==> config.mk <==
export PLATFORM = sky130hd
export DESIGN_NAME = mem_arbiter
export DESIGN_NICKNAME = d
export VERILOG_FILES = /design/src/rtl/mem_arbiter.sv
export SDC_FILE = /design/constraint.sdc
export NUM_CORES = 1
export LEC_CHECK = 0
export ABC_CLOCK_PERIOD_IN_PS = 7450
export CAP_MARGIN = 20
export CORE_UTILIZATION = 42
export CTS_CLUSTER_SIZE = 30
export DETAILED_ROUTE_END_ITERATION = 7
export GPL_ROUTABILITY_DRIVEN = 0
export PLACE_DENSITY_LB_ADDON = 0.3
export SYNTH_ARGS = -nofsm -noshare
export SYNTH_HDL_FRONTEND = slang
export SYNTH_SLANG_ARGS = --single-unit
==> constraint.sdc <==
create_clock -name clk -period 7.45 [get_ports clk]
set_input_delay 1.49 -clock clk [delete_from_list [all_inputs] [get_ports clk]]
set_output_delay 1.49 -clock clk [all_outputs]
set_load 0.02 [all_outputs]
==> src/rtl/mem_arbiter.sv <==
// Arbitrates instruction-fetch and data requests onto one single-port word RAM.
// Sub-word stores use a read-modify-write sequence.
module mem_arbiter #(
    parameter int STARVE_LIMIT = 4
) (
    input  logic        clk,
    input  logic        rst_n,

    input  logic        i_req_valid,
    input  logic [31:0] i_req_addr,
    output logic        i_req_ready,
    output logic        i_rsp_valid,
    output logic [31:0] i_rsp_data,

    input  logic        d_req_valid,
    input  logic [31:0] d_req_addr,
    input  logic        d_req_wen,
    input  logic [31:0] d_req_wdata,
    input  logic [1:0]  d_req_size,
    output logic        d_req_ready,
    output logic        d_rsp_valid,
    output logic [31:0] d_rsp_data,

    output logic [31:0] mem_addr,
    output logic        mem_wen,
    output logic [31:0] mem_wdata,
    input  logic [31:0] mem_rdata
);

    localparam int CW = $clog2(STARVE_LIMIT + 1);

    typedef enum logic [1:0] {IDLE, IRESP, DRESP, RMW_WR} state_t;

    state_t        state;
    logic [CW-1:0] starve_cnt;
    logic          d_is_load;
    logic [31:0]   rmw_addr;
    logic [31:0]   rmw_wdata;
    logic [1:0]    rmw_size;

    logic          grant_i;
    logic          grant_d;
    logic          idle;
    logic          i_acc;
    logic          d_acc;
    logic          d_sub;
    logic [31:0]   merged;

    // Instruction wins only when data is absent or has hit the starvation limit.
    assign grant_i = i_req_valid && (!d_req_valid || (starve_cnt == CW'(STARVE_LIMIT)));
    assign grant_d = d_req_valid && !grant_i;

    // Gating with rst_n keeps the handshakes low while reset is held.
    assign idle        = rst_n && (state == IDLE);
    assign i_req_ready = idle && grant_i;
    assign d_req_ready = idle && grant_d;
    assign i_acc       = i_req_valid && i_req_ready;
    assign d_acc       = d_req_valid && d_req_ready;
    assign d_sub       = d_req_wen && !d_req_size[1];

    assign i_rsp_valid = (state == IRESP);
    assign i_rsp_data  = (state == IRESP) ? mem_rdata : '0;
    assign d_rsp_valid = (state == DRESP);
    assign d_rsp_data  = (state == DRESP && d_is_load) ? mem_rdata : '0;

    // NOTE: every always_comb output gets a default first so no latch is inferred.
    always_comb begin
        merged = mem_rdata;
        if (rmw_size == 2'd0)
            merged[{rmw_addr[1:0], 3'b000} +: 8] = rmw_wdata[7:0];
        else
            merged[{rmw_addr[1], 4'b0000} +: 16] = rmw_wdata[15:0];
    end

    always_comb begin
        mem_addr  = '0;
        mem_wen   = 1'b0;
        mem_wdata = '0;
        if (i_acc) begin
            mem_addr = i_req_addr;
        end else if (d_acc) begin
            mem_addr  = d_req_addr;
            mem_wen   = d_req_wen && !d_sub;
            mem_wdata = d_req_wdata;
        end else if (state == RMW_WR) begin
            mem_addr  = rmw_addr;
            mem_wen   = 1'b1;
            mem_wdata = merged;
        end
    end

    // NOTE: state registers use non-blocking assignments so every update sees pre-edge values.
    always_ff @(posedge clk or negedge rst_n) begin
        if (!rst_n) begin
            state      <= IDLE;
            starve_cnt <= '0;
            d_is_load  <= 1'b0;
            rmw_addr   <= '0;
            rmw_wdata  <= '0;
            rmw_size   <= '0;
        end else begin
            case (state)
                IDLE: begin
                    if (i_acc) begin
                        state      <= IRESP;
                        starve_cnt <= '0;
                    end else if (d_acc) begin
                        if (!i_req_valid)
                            starve_cnt <= '0;
                        else if (starve_cnt != CW'(STARVE_LIMIT))
                            starve_cnt <= starve_cnt + 1'b1;
                        d_is_load <= !d_req_wen;
                        if (d_sub) begin
                            state     <= RMW_WR;
                            rmw_addr  <= d_req_addr;
                            rmw_wdata <= d_req_wdata;
                            rmw_size  <= d_req_size;
                        end else begin
                            state <= DRESP;
                        end
                    end
                end
                IRESP:   state <= IDLE;
                DRESP:   state <= IDLE;
                RMW_WR:  state <= DRESP;
                default: state <= IDLE;
            endcase
        end
    end

endmodule

; ---- Word-level counts from Yosys, hierarchy flattened
; Cells that the tools add are included.
[classes]
mux = 22
n_shift = 4
bitwise = 1
reduce_logical = 23
eq_ne = 7
add_sub_neg = 3
[op_table]
columns = cell, count
row1 = 2-to-1 mux 32 bit, 9
row2 = bitwise mux 32 bit, 2
row3 = "variable shift 16 x 7 -> 32 bit, first input constant", 1
row4 = "variable shift 8 x 7 -> 32 bit, first input constant", 1
row5 = variable part select 16 x 7 -> 32 bit, 1
row6 = variable part select 8 x 7 -> 32 bit, 1
row7 = negator 5 -> 7 bit, 2
row8 = 2-to-1 mux 3 bit, 4
row9 = logical AND 1 bit, 10
row10 = "inequality test 3 bit, second input constant", 2
row11 = one-hot mux 2 bit (3 select lines), 1
row12 = AND reduction 3 bit, 2
row13 = logical NOT 1 bit, 5
row14 = "equality test 2 bit, second input constant", 2
row15 = logical NOT 2 bit, 2
row16 = 2-to-1 mux 1 bit, 4
row17 = 2-to-1 mux 2 bit, 2
row18 = AND reduction 4 bit, 1
row19 = "adder 3 x 1 -> 3 bit, second input constant", 1
row20 = "equality test 3 bit, second input constant", 1
row21 = "inequality test 3 x 1 -> 1 bit, second input constant", 1
row22 = "equality test 2 x 1 -> 1 bit, second input constant", 1
row23 = nonzero test 2 bit, 1
row24 = OR reduction 2 bit, 1
row25 = other kinds (2), 2
[totals]
regBits = 56
in_bits = 135
output_inout_bits = 133
elab_cells = 66

; ---- Logic depth before layout (Yosys ltp)
; Gate-level depths: netlist of run 1.
[depth]
ltp_word = 10
ltp_mapped = 8
mapped_depth_nobuf = 5

; ---- Worst setup path after synthesis of run 1
; Ideal clock, no wire load.
[synth_path]
path_type = in2out
from = input rst_n
to = output mem_addr[27]
required_time_ns = 5.960
n_path_buf = 2
path_stages = 5
slack_ns = 3.414
arrival_time_ns = 2.546
cell_sequence = and4bb_1 and2_1 buf_2 buf_2 a221o_1
[synth_between]
elab_chain_cells = 5
word_cells_on_any_way = 7
cone_classes = mux (2) / reduce/logical (5)
[synth_rtl]
columns = element, line_no
row1 = "start, declared", 7  ; input logic rst_n,
row2 = logical AND 1 bit (*), 54  ; assign idle = rst_n && (state == IDLE);
row3 = logical AND 1 bit, 56  ; assign d_req_ready = idle && grant_d;
row4 = logical AND 1 bit, 58  ; assign d_acc = d_req_valid && d_req_ready;
row5 = 2-to-1 mux 32 bit, 81  ; end else if (d_acc) begin
row6 = 2-to-1 mux 32 bit (*), 79  ; if (i_acc) begin
row7 = "end, declared", 24  ; output logic [31:0] mem_addr,
; Every way passes the cells marked *; elsewhere a longest branch is shown, timed or not.

; ---- Worst setup path in the final report of run 1
[layout_path]
from = input d_req_valid
to = output mem_wdata[8]
[layout_between]
elab_chain_cells = 9
word_cells_on_any_way = 11
cone_classes = mux (2) / reduce/logical (9)
[layout_rtl]
columns = element, line_no
row1 = "start, declared", 15  ; input logic d_req_valid,
row2 = logical NOT 1 bit, 50  ; assign grant_i = i_req_valid && (!d_req_valid || (starve_cnt == CW'(STARVE_LIMIT)));
row3 = logical OR 1 bit, 50
row4 = logical AND 1 bit, 50
row5 = logical NOT 1 bit, 51  ; assign grant_d = d_req_valid && !grant_i;
row6 = logical AND 1 bit, 51
row7 = logical AND 1 bit, 56
row8 = logical AND 1 bit, 58
row9 = 2-to-1 mux 32 bit, 81
row10 = 2-to-1 mux 32 bit (*), 79
row11 = "end, declared", 26  ; output logic [31:0] mem_wdata,
; Marked as above.

==> flow_summary.json, run 1 <==
{
  "overflow": 0,
  "cts_hold_buf": 0,
  "grt_use_met2_pct": 51.2,
  "cp_max_fo": 49,
  "yosysUniqueCellTypes": 36,
  "postRouteAntennaNets": 0,
  "maxCapViolCount": 0,
  "synth_edf_count": 0,
  "tightest_slew_ns": 1.13,
  "start_util_pct": 43.9,
  "ys_seq_area_share_pct": 30.4,
  "timing.final.crit_share_pct": 79.7,
  "grt_max_degree": 59,
  "most-common-layout-cells": "clkdlybuf4s50_1, and3_1, dfrtp_1",
  "post_cts_resized": 0,
  "syn_area_per_cell_um2": 9.91,
  "dp.cells": 826,
  "die_width_um": 107,
  "path_common_cell": "clkdlybuf4s50_1",
  "cts.sinks": 56,
  "rsz0062_at_grt": "false",
  "powerDensity_nw_per_um2": 165,
  "cts-root-buf": "clkbuf_8",
  "diodes": 0,
  "tns_ns": 0,
  "drt-total-wl_um": 17100,
  "die_height_um": 107,
  "critPathLaunchType": "input pin",
  "fin_nets": 841,
  "antenna_found_initial": 0,
  "via_per_inst": 6.04,
  "grt.busiest_layer": "met2",
  "slowest_delay_ns": 0.85,
  "io-pin-count": 268,
  "hold_path.class": "reg -> reg",
  "skew_ns": 0.00854,
  "area.growth.synth_to_final_pct": 60.5,
  "crit_path_cell_trace": "clkdlybuf4s50_1 > and4bb_1 > and2_2 > buf_4 > o2bb2ai_1 > clkdlybuf4s50_1",
  "detail_route.first_pass.iterations": 4,
  "clkTransAtPathRegs_ns": 0.10,
  "synthFlopType": "dfrtp_1",
  "crit_type": "in -> out",
  "post-cts-setup-buffers": 0,
  "vias": 5048,
  "cts_max_level": 2,
  "setup.worst_path.end_class": "primary output",
  "worstSkewPairLatency_ns": 0.31,
  "synth_area_um2": 4620,
  "portBuffers": 267,
  "final_common_cell": "clkdlybuf4s50_1",
  "core_area_um2": 10500,
  "globalRouteMet3Util_pct": 4.98,
  "slew_headroom_pct": 24.4,
  "setup_violations": 0,
  "layout_min_cycle_time_ns": 5.93,
  "grt_pass1_vias": 5002,
  "synth_cells": 466,
  "finalNonFillerCells": 836,
  "cts_tree": "built",
  "track_usage_pct": 29.3,
  "ys_ff_latch": 56,
  "cp.arrival_ns": 4.44,
  "async_reset_ff_share_pct": 100,
  "cpMaxStageDelayCell": "and2_2",
  "maxSlewViolCount": 0,
  "ir_drop_uv": 111,
  "final_hold_viol_count": 0,
  "die-area_um2": 11400,
  "clock.fmax_ghz": 0.169,
  "drive_above_1_share_pct": 9.57,
  "drcViolationCount": 0,
  "dp_hpwl_um": 12600,
  "met1_usage_pct": 34.9,
  "drt_iter0_drc": 290,
  "p_leak_nw": 3.04,
  "syn_nets": 608,
  "numCtsBuffers": 5,
  "grt_pass1_wl_um": 26300,
  "wl_per_cell_um": 20.4,
  "yosys_warnings": 0,
  "cts_buffer_depth": 2,
  "outcome": "finished clean",
  "row_count": 37,
  "required_ns": 5.96
}
power by group:
part / switching [W] / total, W / leakage [nW] / internal [W]
clock network: 0.000105 / 0.000173 / 0.0485 / 0.0000677
registers: 0.0000839 / 0.000466 / 0.686 / 0.000382
logic: 0.000284 / 0.000587 / 2.30 / 0.000303
total: 0.000473 / 0.00123 / 3.04 / 0.000753
worst max-delay path, delay by kind of cell:
family / cells / cell delay, ns
buffers and inverters: 3 / 1.58
and+or+nand+nor: 2 / 1.16
AOI/OAI and AO/OA: 1 / 0.18
through the flow:
| stage | cell area [µm²] | hold WS (ns) | power (W) | worst slack, ns | utilization (%) |
|---|---|---|---|---|---|
| 3_3_place_gp | 7290 | 0.466 | 0.00102 | 1.69 | 69.4 |
| 5_1_grt | 7410 | 0.514 | 0.00130 | 1.41 | 70.5 |
| 4_1_cts | 7380 | 0.503 | 0.00122 | 1.55 | 70.2 |
| 6_report | 7410 | 0.498 | 0.00123 | 1.52 | 70.5 |
| 2_1_floorplan | 4620 | 0.457 | 0.000796 | 3.41 | - |
| 3_5_place_dp | 7290 | 0.475 | 0.00105 | 1.54 | 69.4 |
worst paths after layout:
check,startpoint,end,slack (ns),cells after the start
max reg2reg,state[0]$_DFFE_PN0P_,rmw_wdata[12]$_DFFE_PN0P_,4.54,3
min,rmw_addr[27]$_DFFE_PN0P_,rmw_addr[27]$_DFFE_PN0P_,0.50,1
max,d_req_valid,mem_wdata[8],1.52,6
min in group asynchronous,rst_n,rmw_addr[3]$_DFFE_PN0P_,1.35,2
max in group asynchronous,rst_n,rmw_addr[24]$_DFFE_PN0P_,5.62,2
min reg2reg,rmw_addr[27]$_DFFE_PN0P_,rmw_addr[27]$_DFFE_PN0P_,0.50,1
area by class of cell:
class,instances,area (µm²)
fillers,831,3100
multi-input cells,350,2960
repair buffers,277,2760
flip-flops and latches,56,1400
well taps,136,170
clock buffers,5,68.8
inverters,9,33.8
clock inverters,3,22.5
synth_stat cells, types with 4 or more instances:
library cell / instances / area (µm²)
o2bb2ai_1: 33 / 289
a221oi_1: 24 / 210
inv_1: 9 / 33.8
o21ai_0: 33 / 165
mux2_1: 48 / 541
a221o_2: 4 / 45.0
and2_1: 34 / 213
mux2_2: 34 / 383
a221o_1: 28 / 280
a311oi_1: 8 / 70.1
nor2b_1: 10 / 62.6
buf_1: 4 / 15.0
dfrtp_1: 56 / 1400
ha_1: 7 / 87.6
clkbuf_1: 26 / 97.6
buf_2: 15 / 75.1
and3_1: 65 / 407
layer usage:
| metal | wire (µm) | part of all wire, % |
|---|---|---|
| met1 | 6600 | 39 |
| met2 | 8500 | 50 |
| met3 | 1210 | 7.1 |
| met4 | 749 | 4.4 |
| met5 | 0 | 0 |
logic make-up after synthesis:
family                     Yosys count  share of synthesized area, %
DFF                                 56                          30.4
buffers and inverters               60                          6.02
AOI/OAI and AO/OA                  134                          24.1
and+or+nand+nor                    126                          17.5
adders and majority gates            7                          1.90
muxes                               83                          20.2
registers in the layout, indices dropped and copies added (netlist names):
signal and count:
d_is_load 1, rmw_addr 32, rmw_wdata 16, starve_cnt 3, rmw_size 2, state 2
No activity file was read; power rests on OpenSTA's default activity.
==> run 2: changes to the inputs <==
- ABC_CLOCK_PERIOD_IN_PS: 7450 -> 5600
- CORE_UTILIZATION: 42 -> 39
- clock period: 7.45 -> 5.6 ns (I/O delays scaled with it)
==> run 2 against run 1 <==
Clock skew shrank 0.0038 ns. Final cell count grew 0.84%. Cell area grew 1.5%. Worst hold slack lost 0.0066 ns. Die area grew 7.5%. Combinational power grew 32%. Sequential share of layout area shrank 0.28 points. Clock power grew 140%. Sequential cell count is the same.
==> flow_summary.json, run 2 (synthesis results as in run 1) <==
{
  "outcome": "finished clean",
  "via_per_inst": 5.94,
  "largest_reg_flops": 32,
  "most-common-layout-cells": "clkdlybuf4s50_1, and3_1, dfrtp_1",
  "drt-total-wl_um": 17100,
  "final_common_cell": "clkdlybuf4s50_1",
  "worstSkewPairLatency_ns": 0.29,
  "skew_ns": 0.00473,
  "cts_max_level": 2,
  "layout_min_cycle_time_ns": 4.86,
  "die_height_um": 111,
  "crit_type": "in -> out",
  "postRouteAntennaNets": 0,
  "timing.hold.ws_ns": 0.491,
  "reg_top3": "rmw_addr x32, rmw_wdata x16, starve_cnt x3",
  "n_fill_cell": 938,
  "track_usage_pct": 27.3,
  "dp_hpwl_um": 12700,
  "place_area_um2": 7320,
  "cp.arrival_ns": 3.74,
  "clock.fmax_ghz": 0.206,
  "fin_util_pct": 65.6,
  "final_hold_viol_count": 0,
  "io-pin-count": 268,
  "wl_per_cell_um": 20.3,
  "slew_headroom_pct": 29.2,
  "reg2reg_to": "rmw_addr[5]$_DFFE_PN0P_",
  "setup.worst_path.end_class": "primary output",
  "detail_route.first_pass.iterations": 4,
  "cts-root-buf": "clkbuf_16",
  "fin_nets": 841,
  "ir_drop_uv": 225,
  "worstRegToRegCells": 4,
  "cts_hold_buf": 0,
  "row_count": 39,
  "regToRegStartpoint": "state[1]$_DFFE_PN0P_",
  "post_cts_resized": 0,
  "hold_path_startpoint": "rmw_addr[13]$_DFFE_PN0P_",
  "drive_above_1_share_pct": 9.57,
  "numCtsBuffers": 5,
  "antenna_found_initial": 0,
  "multi_input_area_um2": 2960,
  "tightest_slew_ns": 1.06,
  "core_area_um2": 11500,
  "clkTransAtPathRegs_ns": 0.08,
  "cp_max_fo": 38,
  "portBuffers": 267,
  "post-cts-setup-buffers": 0,
  "timing.final.crit_share_pct": 86.8,
  "cts.sinks": 56,
  "rrSetupSlack_ns": 3.05,
  "finalNonFillerCells": 843,
  "diodes": 0,
  "rsz0062_at_grt": "false",
  "critPathLaunchType": "input pin",
  "cts_tree": "built",
  "grt_max_degree": 58,
  "overflow": 0,
  "grt_pass1_wl_um": 27300,
  "p_leak_nw": 3.08,
  "worstHoldPathCells": 1,
  "maxSlewViolCount": 0,
  "largest_register": "rmw_addr",
  "final_area_um2": 7520,
  "die_width_um": 111,
  "area.growth.synth_to_final_pct": 62.9,
  "powerDensity_nw_per_um2": 241,
  "drcViolationCount": 0,
  "die-area_um2": 12300,
  "maxCapViolCount": 0,
  "cts_buffer_depth": 2,
  "hold_path.class": "reg -> reg",
  "grt_pass1_vias": 5122,
  "dp.cells": 834,
  "start_util_pct": 40.3,
  "vias": 5008,
  "regArea_um2": 1400,
  "drt_iter0_drc": 245,
  "tns_ns": 0,
  "setup_violations": 0,
  "required_ns": 4.48,
  "worstHoldEndpoint": "rmw_addr[13]$_DFFE_PN0P_"
}
[run 2: changes by cell type in the layout (fill, tap and decap cells not counted), moves of 2 or more]
cell,previous run,this run
clkbuf_8,5,0
bufinv_16,0,2
clkbuf_16,0,5
buf_8,2,0
[run 2: metrics by stage]
stage / setup WS [ns] / power, W
6_report: 0.737 / 0.00182
5_1_grt: 0.648 / 0.00191
4_1_cts: 0.758 / 0.00181
3_5_place_dp: 0.755 / 0.00140
3_3_place_gp: 0.854 / 0.00136
2_1_floorplan: 2.23 / 0.00106
[run 2: cell type report]
class | count | area share (%)
clock inverters | 3 | 0.915
multi-input cells | 350 | 39.3
clock buffers | 5 | 1.66
inverters | 9 | 0.449
repair buffers | 277 | 36.7
well taps | 143 | 2.38
flip-flops and latches | 56 | 18.6
[run 2: how the worst max path moves through the flow]
stage	from	end	slack [ns]
CTS	d_req_valid	mem_addr[12]	0.76
global placement	d_req_valid	mem_addr[25]	0.85
detailed placement	d_req_valid	mem_addr[12]	0.76
floorplan	rmw_addr[1]$_DFFE_PN0P_	mem_wdata[16]	2.23
finish	d_req_valid	mem_addr[12]	0.74
global route	d_req_valid	mem_addr[21]	0.65
[run 2: worst max-delay path, cell delays in order]
cell and delay, ns:
clkdlybuf4s50_1 0.55, and4bb_1 0.29, and2_2 0.62, buf_12 0.28, a221o_1 0.21, clkdlybuf4s50_1 0.60
[run 2: per-layer routing]
metal / vias to the layer above / part of all wire [%] / track usage [%]
met2: 241 / 50 / 47.9
met5: - / 0 / 0
met3: 34 / 6.7 / 5.14
li1: 2282 / - / -
met4: 0 / 2.7 / 9.69
met1: 2451 / 41 / 33.3
[run 2: power breakdown]
part | internal [W] | switching (W) | total, W
Clock | 0.000258 | 0.000152 | 0.000410
Sequential | 0.000508 | 0.000123 | 0.000631
Combinational | 0.000402 | 0.000372 | 0.000774
Total | 0.00117 | 0.000647 | 0.00182
